`src/rtl/lift_pkg.sv`:
```
// Shared types and constants for the smartlift request scheduler.
package lift_pkg;

    localparam int unsigned FloorW        = 4;
    localparam int unsigned DefaultFloors = 9;

    typedef enum logic [1:0] {
        StIdle,
        StMoving,
        StDoor
    } lift_state_e;

    typedef enum logic [1:0] {
        DIR_STOP = 2'b00,
        DIR_UP   = 2'b01,
        DIR_DOWN = 2'b10
    } dir_e;

endpackage

```
`src/rtl/lift_timer.sv`:
```
// Loadable down-counter; done pulses for one cycle, Cycles edges after the load edge.
module lift_timer #(
    parameter int unsigned Cycles = 4
) (
    input  logic CLOCK_50,
    input  logic RESET_N,
    input  logic load,
    output logic done
);

    localparam int unsigned CntW = $clog2(Cycles);

    logic [CntW-1:0] cnt_q;
    logic            run_q;

    always_ff @(posedge CLOCK_50 or negedge RESET_N) begin
        if (!RESET_N) begin
            cnt_q <= '0;
            run_q <= 1'b0;
        end else if (load) begin
            cnt_q <= CntW'(Cycles - 1);
            run_q <= 1'b1;
        end else if (run_q) begin
            if (cnt_q == '0) begin
                run_q <= 1'b0;
            end else begin
                cnt_q <= cnt_q - 1'b1;
            end
        end
    end

    assign done = run_q && (cnt_q == '0);

endmodule

```
`src/rtl/lift_scheduler.sv`:
```
// SCAN-policy lift scheduler: collects floor calls and sequences travel and door.
// Optional door hold input is enabled by defining LIFT_DOOR_HOLD_EN.
module lift_scheduler
    import lift_pkg::*;
#(
    parameter int unsigned N_FLOORS      = DefaultFloors,
    parameter int unsigned TRAVEL_CYCLES = 50_000_000,
    parameter int unsigned DOOR_CYCLES   = 150_000_000
) (
    input  logic                CLOCK_50,
    input  logic                RESET_N,
    input  logic [N_FLOORS-1:0] req_cab,
    input  logic [N_FLOORS-1:0] req_hall,
`ifdef LIFT_DOOR_HOLD_EN
    input  logic                door_hold,
`endif
    output logic [FloorW-1:0]   cur_floor,
    output logic [1:0]          dir,
    output logic                moving,
    output logic                door_open,
    output logic [N_FLOORS-1:0] pending
);

    lift_state_e         state_q, state_d;
    dir_e                last_dir_q, last_dir_d;
    dir_e                dir_q, dir_d;
    logic [FloorW-1:0]   floor_q, floor_d, next_floor;
    logic [N_FLOORS-1:0] pend_q, pend_d;
    logic [N_FLOORS-1:0] reqs, clr, absorb;
    logic [N_FLOORS-1:0] above_cur, below_cur, at_cur, above_nxt, below_nxt, at_nxt;
    logic                moving_q, door_q;
    logic                req_here_q, req_here_d;
    logic                calls_fwd, calls_rev, ahead_nxt, here, arrive, hit_cur;
    logic                travel_load, travel_done, door_load, door_done, hold;

`ifdef LIFT_DOOR_HOLD_EN
    assign hold = door_hold;
`else
    assign hold = 1'b0;
`endif

    assign reqs = req_cab | req_hall;

    always_comb begin
        next_floor = floor_q;
        if (last_dir_q == DIR_UP && floor_q < FloorW'(N_FLOORS - 1)) begin
            next_floor = floor_q + 1'b1;
        end else if (last_dir_q == DIR_DOWN && floor_q != '0) begin
            next_floor = floor_q - 1'b1;
        end
    end

    always_comb begin
        above_cur = '0;
        below_cur = '0;
        at_cur    = '0;
        above_nxt = '0;
        below_nxt = '0;
        at_nxt    = '0;
        for (int i = 0; i < int'(N_FLOORS); i++) begin
            above_cur[i] = i > int'(floor_q);
            below_cur[i] = i < int'(floor_q);
            at_cur[i]    = i == int'(floor_q);
            above_nxt[i] = i > int'(next_floor);
            below_nxt[i] = i < int'(next_floor);
            at_nxt[i]    = i == int'(next_floor);
        end
    end

    always_comb begin
        if (last_dir_q == DIR_UP) begin
            calls_fwd = |(pend_q & above_cur);
            calls_rev = |(pend_q & below_cur);
            ahead_nxt = |(pend_q & above_nxt);
        end else begin
            calls_fwd = |(pend_q & below_cur);
            calls_rev = |(pend_q & above_cur);
            ahead_nxt = |(pend_q & below_nxt);
        end
    end

    // A call for the idle car's own floor is held in req_here_q rather than pending.
    assign here    = |(pend_q & at_cur) | req_here_q;
    assign arrive  = |(pend_q & at_nxt);
    assign hit_cur = |(reqs & at_cur);

    always_comb begin
        state_d     = state_q;
        last_dir_d  = last_dir_q;
        floor_d     = floor_q;
        clr         = '0;
        travel_load = 1'b0;
        door_load   = 1'b0;
        unique case (state_q)
            StIdle: begin
                if (here) begin
                    clr       = at_cur;
                    state_d   = StDoor;
                    door_load = 1'b1;
                end else if (calls_fwd) begin
                    state_d     = StMoving;
                    travel_load = 1'b1;
                end else if (calls_rev) begin
                    state_d     = StMoving;
                    travel_load = 1'b1;
                    last_dir_d  = (last_dir_q == DIR_UP) ? DIR_DOWN : DIR_UP;
                end
            end
            StMoving: begin
                if (travel_done) begin
                    floor_d = next_floor;
                    if (next_floor == floor_q) begin
                        state_d = StIdle;
                    end else if (arrive) begin
                        clr       = at_nxt;
                        state_d   = StDoor;
                        door_load = 1'b1;
                    end else if (ahead_nxt) begin
                        travel_load = 1'b1;
                    end else begin
                        state_d = StIdle;
                    end
                end
            end
            StDoor: begin
                if (hit_cur || hold) begin
                    door_load = 1'b1;
                end else if (door_done) begin
                    state_d = StIdle;
                end
            end
            default: state_d = StIdle;
        endcase
    end

    // Own-floor calls vanish when the door is (or is about to be) open for them.
    assign absorb = (state_q == StDoor || (state_q == StIdle && state_d != StMoving)) ?
                    at_cur : '0;
    assign pend_d     = (pend_q | (reqs & ~absorb)) & ~clr;
    assign req_here_d = (state_q == StIdle) && (state_d == StIdle) && hit_cur;
    assign dir_d      = (state_d == StMoving) ? last_dir_d : DIR_STOP;

    always_ff @(posedge CLOCK_50 or negedge RESET_N) begin
        if (!RESET_N) begin
            state_q    <= StIdle;
            last_dir_q <= DIR_UP;
            dir_q      <= DIR_STOP;
            floor_q    <= '0;
            pend_q     <= '0;
            req_here_q <= 1'b0;
            moving_q   <= 1'b0;
            door_q     <= 1'b0;
        end else begin
            state_q    <= state_d;
            last_dir_q <= last_dir_d;
            dir_q      <= dir_d;
            floor_q    <= floor_d;
            pend_q     <= pend_d;
            req_here_q <= req_here_d;
            moving_q   <= (state_d == StMoving);
            door_q     <= (state_d == StDoor);
        end
    end

    lift_timer #(
        .Cycles (TRAVEL_CYCLES)
    ) u_travel_timer (
        .CLOCK_50 (CLOCK_50),
        .RESET_N  (RESET_N),
        .load     (travel_load),
        .done     (travel_done)
    );

    lift_timer #(
        .Cycles (DOOR_CYCLES)
    ) u_door_timer (
        .CLOCK_50 (CLOCK_50),
        .RESET_N  (RESET_N),
        .load     (door_load),
        .done     (door_done)
    );

    assign cur_floor = floor_q;
    assign dir       = dir_q;
    assign moving    = moving_q;
    assign door_open = door_q;
    assign pending   = pend_q;

endmodule

```
`config.mk`:
```
export PLATFORM = sky130hd
export DESIGN_NAME = lift_scheduler
export DESIGN_NICKNAME = d
export VERILOG_FILES = /design/src/rtl/lift_pkg.sv /design/src/rtl/lift_timer.sv /design/src/rtl/lift_scheduler.sv
export SDC_FILE = /design/constraint.sdc
export NUM_CORES = 1
export LEC_CHECK = 0
export BUFFER_PORTS_ARGS = -buffer_cell sky130_fd_sc_hd__buf_2
export CAP_MARGIN = 20
export CELL_PAD_IN_SITES_DETAIL_PLACEMENT = 1
export CELL_PAD_IN_SITES_GLOBAL_PLACEMENT = 2
export CORE_MARGIN = 2
export CORE_UTILIZATION = 41
export CTS_CLUSTER_DIAMETER = 200
export CTS_CLUSTER_SIZE = 20
export DETAILED_ROUTE_END_ITERATION = 8
export PLACE_DENSITY = 0.88
export SETUP_SLACK_MARGIN = 0.1
export SYNTH_ARGS = -nofsm -noshare
export SYNTH_HDL_FRONTEND = slang
export SYNTH_HIERARCHICAL = 1
export SYNTH_SLANG_ARGS = --single-unit
export TNS_END_PERCENT = 50
```
`constraint.sdc`:
```
create_clock -name CLOCK_50 -period 5.6 [get_ports CLOCK_50]
set_input_delay 1.12 -clock CLOCK_50 [delete_from_list [all_inputs] [get_ports CLOCK_50]]
set_output_delay 1.12 -clock CLOCK_50 [all_outputs]
set_load 0.01 [all_outputs]
```
==> flow_metrics.env <==
export IMPL_status="finished clean"
export IMPL_cpMostUsedCell="inv_1"
export IMPL_drive_above_1_share=0.164
export IMPL_ys_seq_area_frac=0.372
export IMPL_yosysUniqueCellTypes=96
export IMPL_synth_area_um2=5250
export IMPL_fin_crit_sh=0.827
export IMPL_cts_tree="yes"
export IMPL_synth_nets=613
export IMPL_slowest_stage="o21ai_1"
export IMPL_synthArstFlopShare=1.00
export IMPL_finClkSkew_ns=0.00741
export IMPL_firstDrtPassIters=4
export IMPL_grt_pass1_wl_um=25000
export IMPL_postRouteWirelength_um=15300
export IMPL_cp_max_fo=14
export IMPL_drc=0
export IMPL_yosysMostFrequentCell="dfrtp_1"
export IMPL_crit_chain="inv_1 -> ha_1 -> or3b_4 -> a311oi_4 -> or2_1 -> mux2i_1 -> o32a_1 -> and3_1 -> o21ai_1 -> inv_1 -> o311ai_0 -> o41ai_1"
export IMPL_internal_power_mw=1.24
export IMPL_ant_nets=0
export IMPL_critPathLaunchType="flop"
export IMPL_syn_to_final_growth_pct=12.1
export IMPL_num_vias=4739
export IMPL_grt_max_degree=79
export IMPL_cellPowerDensity_nw_per_um2=326
export IMPL_netlist_instances=586
export IMPL_finalSetupViolations=0
export IMPL_io_buffers=36
export IMPL_wl_per_cell_um=19.4
export IMPL_die_h_um=117
export IMPL_grt_ovfl_total=0
export IMPL_required_ns=5.80
export IMPL_leakage_nw=2.14
export IMPL_synth_ff_type="dfrtp_1"
export IMPL_slowest_delay_ns=0.52
export IMPL_fin_crit_ns=4.63
export IMPL_start_util=0.418
export IMPL_place_congestion=0.863
export IMPL_grt_pass1_vias=4868
export IMPL_clock_latency_ns=0.35
export IMPL_relSlewSlack=0.304
export IMPL_cpLargestDelayFamily="compound AO/OA/AOI/OAI gates"
export IMPL_power_mw=1.92
export IMPL_swShare=0.355
export IMPL_p_switching_uw=680
export IMPL_whs_endpoint="u_door_timer/cnt_q[18]$_DFFE_PN0P_"
export IMPL_r2r_end="u_door_timer/cnt_q[16]$_DFFE_PN0P_"
export IMPL_cts_clk_slew_worst_paths_ns=0.06
export IMPL_synth_area_leaders="dfrtp_1 37%, nor2_1 3.6%, o21ai_0 3.1%"
export IMPL_dpl_hpwl_um=10900
export IMPL_p_clk_frac=0.310
export IMPL_ios=37
export IMPL_post_cts_buffers=0
export IMPL_die_width_um=117
export IMPL_worst_slack_ns=0.969
export IMPL_setup_tns_ns=0
export IMPL_die_area_um2=13700
export IMPL_rsz0062_at_grt="no"
export IMPL_final_core_util=0.468
export IMPL_cp_num_buf_inv=2
export IMPL_ctsResizeCount=0
export IMPL_core_um2=12600
export IMPL_via_per_inst=6.02
export IMPL_cts_hold_buffers=0
export IMPL_fill_cells=1473
export IMPL_initialDrtViolationCount=336
export IMPL_cts_buffers_inserted=9
export IMPL_nets=637
export IMPL_diodes=0
export IMPL_rr_worst_depth=12
export IMPL_htreeDepth=3
export IMPL_cts_buffer_depth=2
export IMPL_yosys_top_cells_count="77 x dfrtp_1, 50 x nor2_1, 38 x nand2_1"
export IMPL_worstMarginPinSlew_ns=1.04
export IMPL_hold_start="u_door_timer/cnt_q[18]$_DFFE_PN0P_"
export IMPL_cp_arrival_ns=4.83
export IMPL_rr_startpoint="cur_floor[0]$_DFFE_PN0P_"
export IMPL_syn_avg_cell_area_um2=8.96
export IMPL_yosys_register_bits=78
export IMPL_combPwrFrac=0.274
export IMPL_rrSetupSlack_ns=0.97
export IMPL_root_buffer="clkbuf_16"
export IMPL_holdPathStages=2
export IMPL_cp_end_kind="flop"
export IMPL_synth_top_cell_area_share=0.367
export IMPL_synth_top_cell_by_area="dfrtp_1"
export IMPL_p_seq_frac=0.415
export IMPL_fp_row_count=41
export IMPL_hp_class="flop to flop"
export IMPL_max_freq_mhz=216
export IMPL_hold_viol=0
export IMPL_drv_cap=0
export IMPL_grt_usage=0.234
export IMPL_worstSetupPathType="flop to flop"
export IMPL_yosys_warnings=6
export IMPL_antenna_found_initial=0
export IMPL_pre_cts_slack_ns=1.00
export IMPL_synth_edf_count=0
export IMPL_cts_sinks=78
export IMPL_slew_viol_final=0
export IMPL_peakVddDrop_v=0.000234
==> sequential cells by signal, summed over array words and instances (netlist names) <==
name and flops:
cur_floor 4, dir 2, door_open 1, last_dir_q 2, moving 1, pending 9
req_here_q 1, state_q 2, u_door_timer/cnt_q 28, u_door_timer/run_q 1, u_travel_timer/cnt_q 26, u_travel_timer/run_q 1
==> per-layer routing <==
layer  track usage  part of all wire  vias up
met5             0                 0        -
met4        0.0973             0.022        0
met3        0.0324             0.040       24
met2         0.384              0.48      112
met1         0.313              0.45     2347
li1              -                 -     2256
==> final cells by class <==
type,count,area [um^2],area share
Timing Repair Buffer,43,263,0.0446
Sequential cell,78,1950,0.332
Clock inverter,4,45.0,0.00765
Tap cell,172,215,0.0366
Clock buffer,12,256,0.0436
Inverter,23,86.3,0.0147
Multi-Input combinational cell,455,3070,0.521
==> how the worst max path moves through the flow <==
stage | end | slack (ns) | startpoint | cells past startpoint
finish | u_door_timer/cnt_q[16]$_DFFE_PN0P_ | 0.97 | cur_floor[0]$_DFFE_PN0P_ | 12
global route | u_door_timer/cnt_q[16]$_DFFE_PN0P_ | 0.70 | cur_floor[1]$_DFFE_PN0P_ | 12
CTS | u_travel_timer/cnt_q[17]$_DFFE_PN0P_ | 0.99 | cur_floor[0]$_DFFE_PN0P_ | 13
detailed placement | u_travel_timer/cnt_q[17]$_DFFE_PN0P_ | 1.00 | cur_floor[0]$_DFFE_PN0P_ | 13
global placement | u_travel_timer/cnt_q[17]$_DFFE_PN0P_ | 1.28 | cur_floor[0]$_DFFE_PN0P_ | 13
floorplan | u_travel_timer/cnt_q[3]$_DFFE_PN0P_ | 2.03 | cur_floor[0]$_DFFE_PN0P_ | 15
==> worst reg2reg max path, stage by stage (launching register included) <==
cell and delay [ns]:
dfrtp_1 0.49, inv_1 0.18, ha_1 0.47, or3b_4 0.49, a311oi_4 0.43, or2_1 0.35, mux2i_1 0.14, o32a_1 0.35
and3_1 0.22, o21ai_1 0.52, inv_1 0.41, o311ai_0 0.27, o41ai_1 0.17
==> placed cells by master, fill, tap and decap left out, types with 15 or more instances in the layout <==
cell / n
dfrtp_1: 77
nor2_1: 50
nand2_1: 38
buf_2: 35
o21ai_0: 33
a21oi_1: 26
nor3_1: 23
inv_1: 22
nand3_1: 22
nor4_1: 17
nor2b_1: 15
a31oi_1: 15
==> power groups by stage <==
stage	registers [mW]	logic, mW	clock network, mW
6_report	0.797	0.526	0.595
5_1_grt	0.815	0.591	0.633
4_1_cts	0.796	0.522	0.612
3_5_place_dp	0.804	0.518	0
3_3_place_gp	0.796	0.495	0
2_1_floorplan	0.762	0.396	0
==> per-stage QoR <==
step	instances	hold slack [ns]	cell area [um^2]
2_1_floorplan	586	0.505	5250
3_3_place_gp	769	0.532	5540
3_5_place_dp	769	0.546	5540
4_1_cts	785	0.555	5840
5_1_grt	787	0.579	5890
6_report	787	0.561	5890
==> logic make-up (layout without fill, tap and decap cells) <==
logic type / Yosys count / after routing / share of synthesized area
XOR/XNOR: 16 / 16 / 0.0267
AO/OA/AOI/OAI: 153 / 153 / 0.208
AND/OR/NAND/NOR: 265 / 265 / 0.305
flip-flops: 78 / 78 / 0.372
multiplexers: 12 / 12 / 0.0238
adder cells (fa/ha/maj): 9 / 9 / 0.0205
buffers and inverters: 53 / 82 / 0.0446
(Power assumes the default switching activity.)
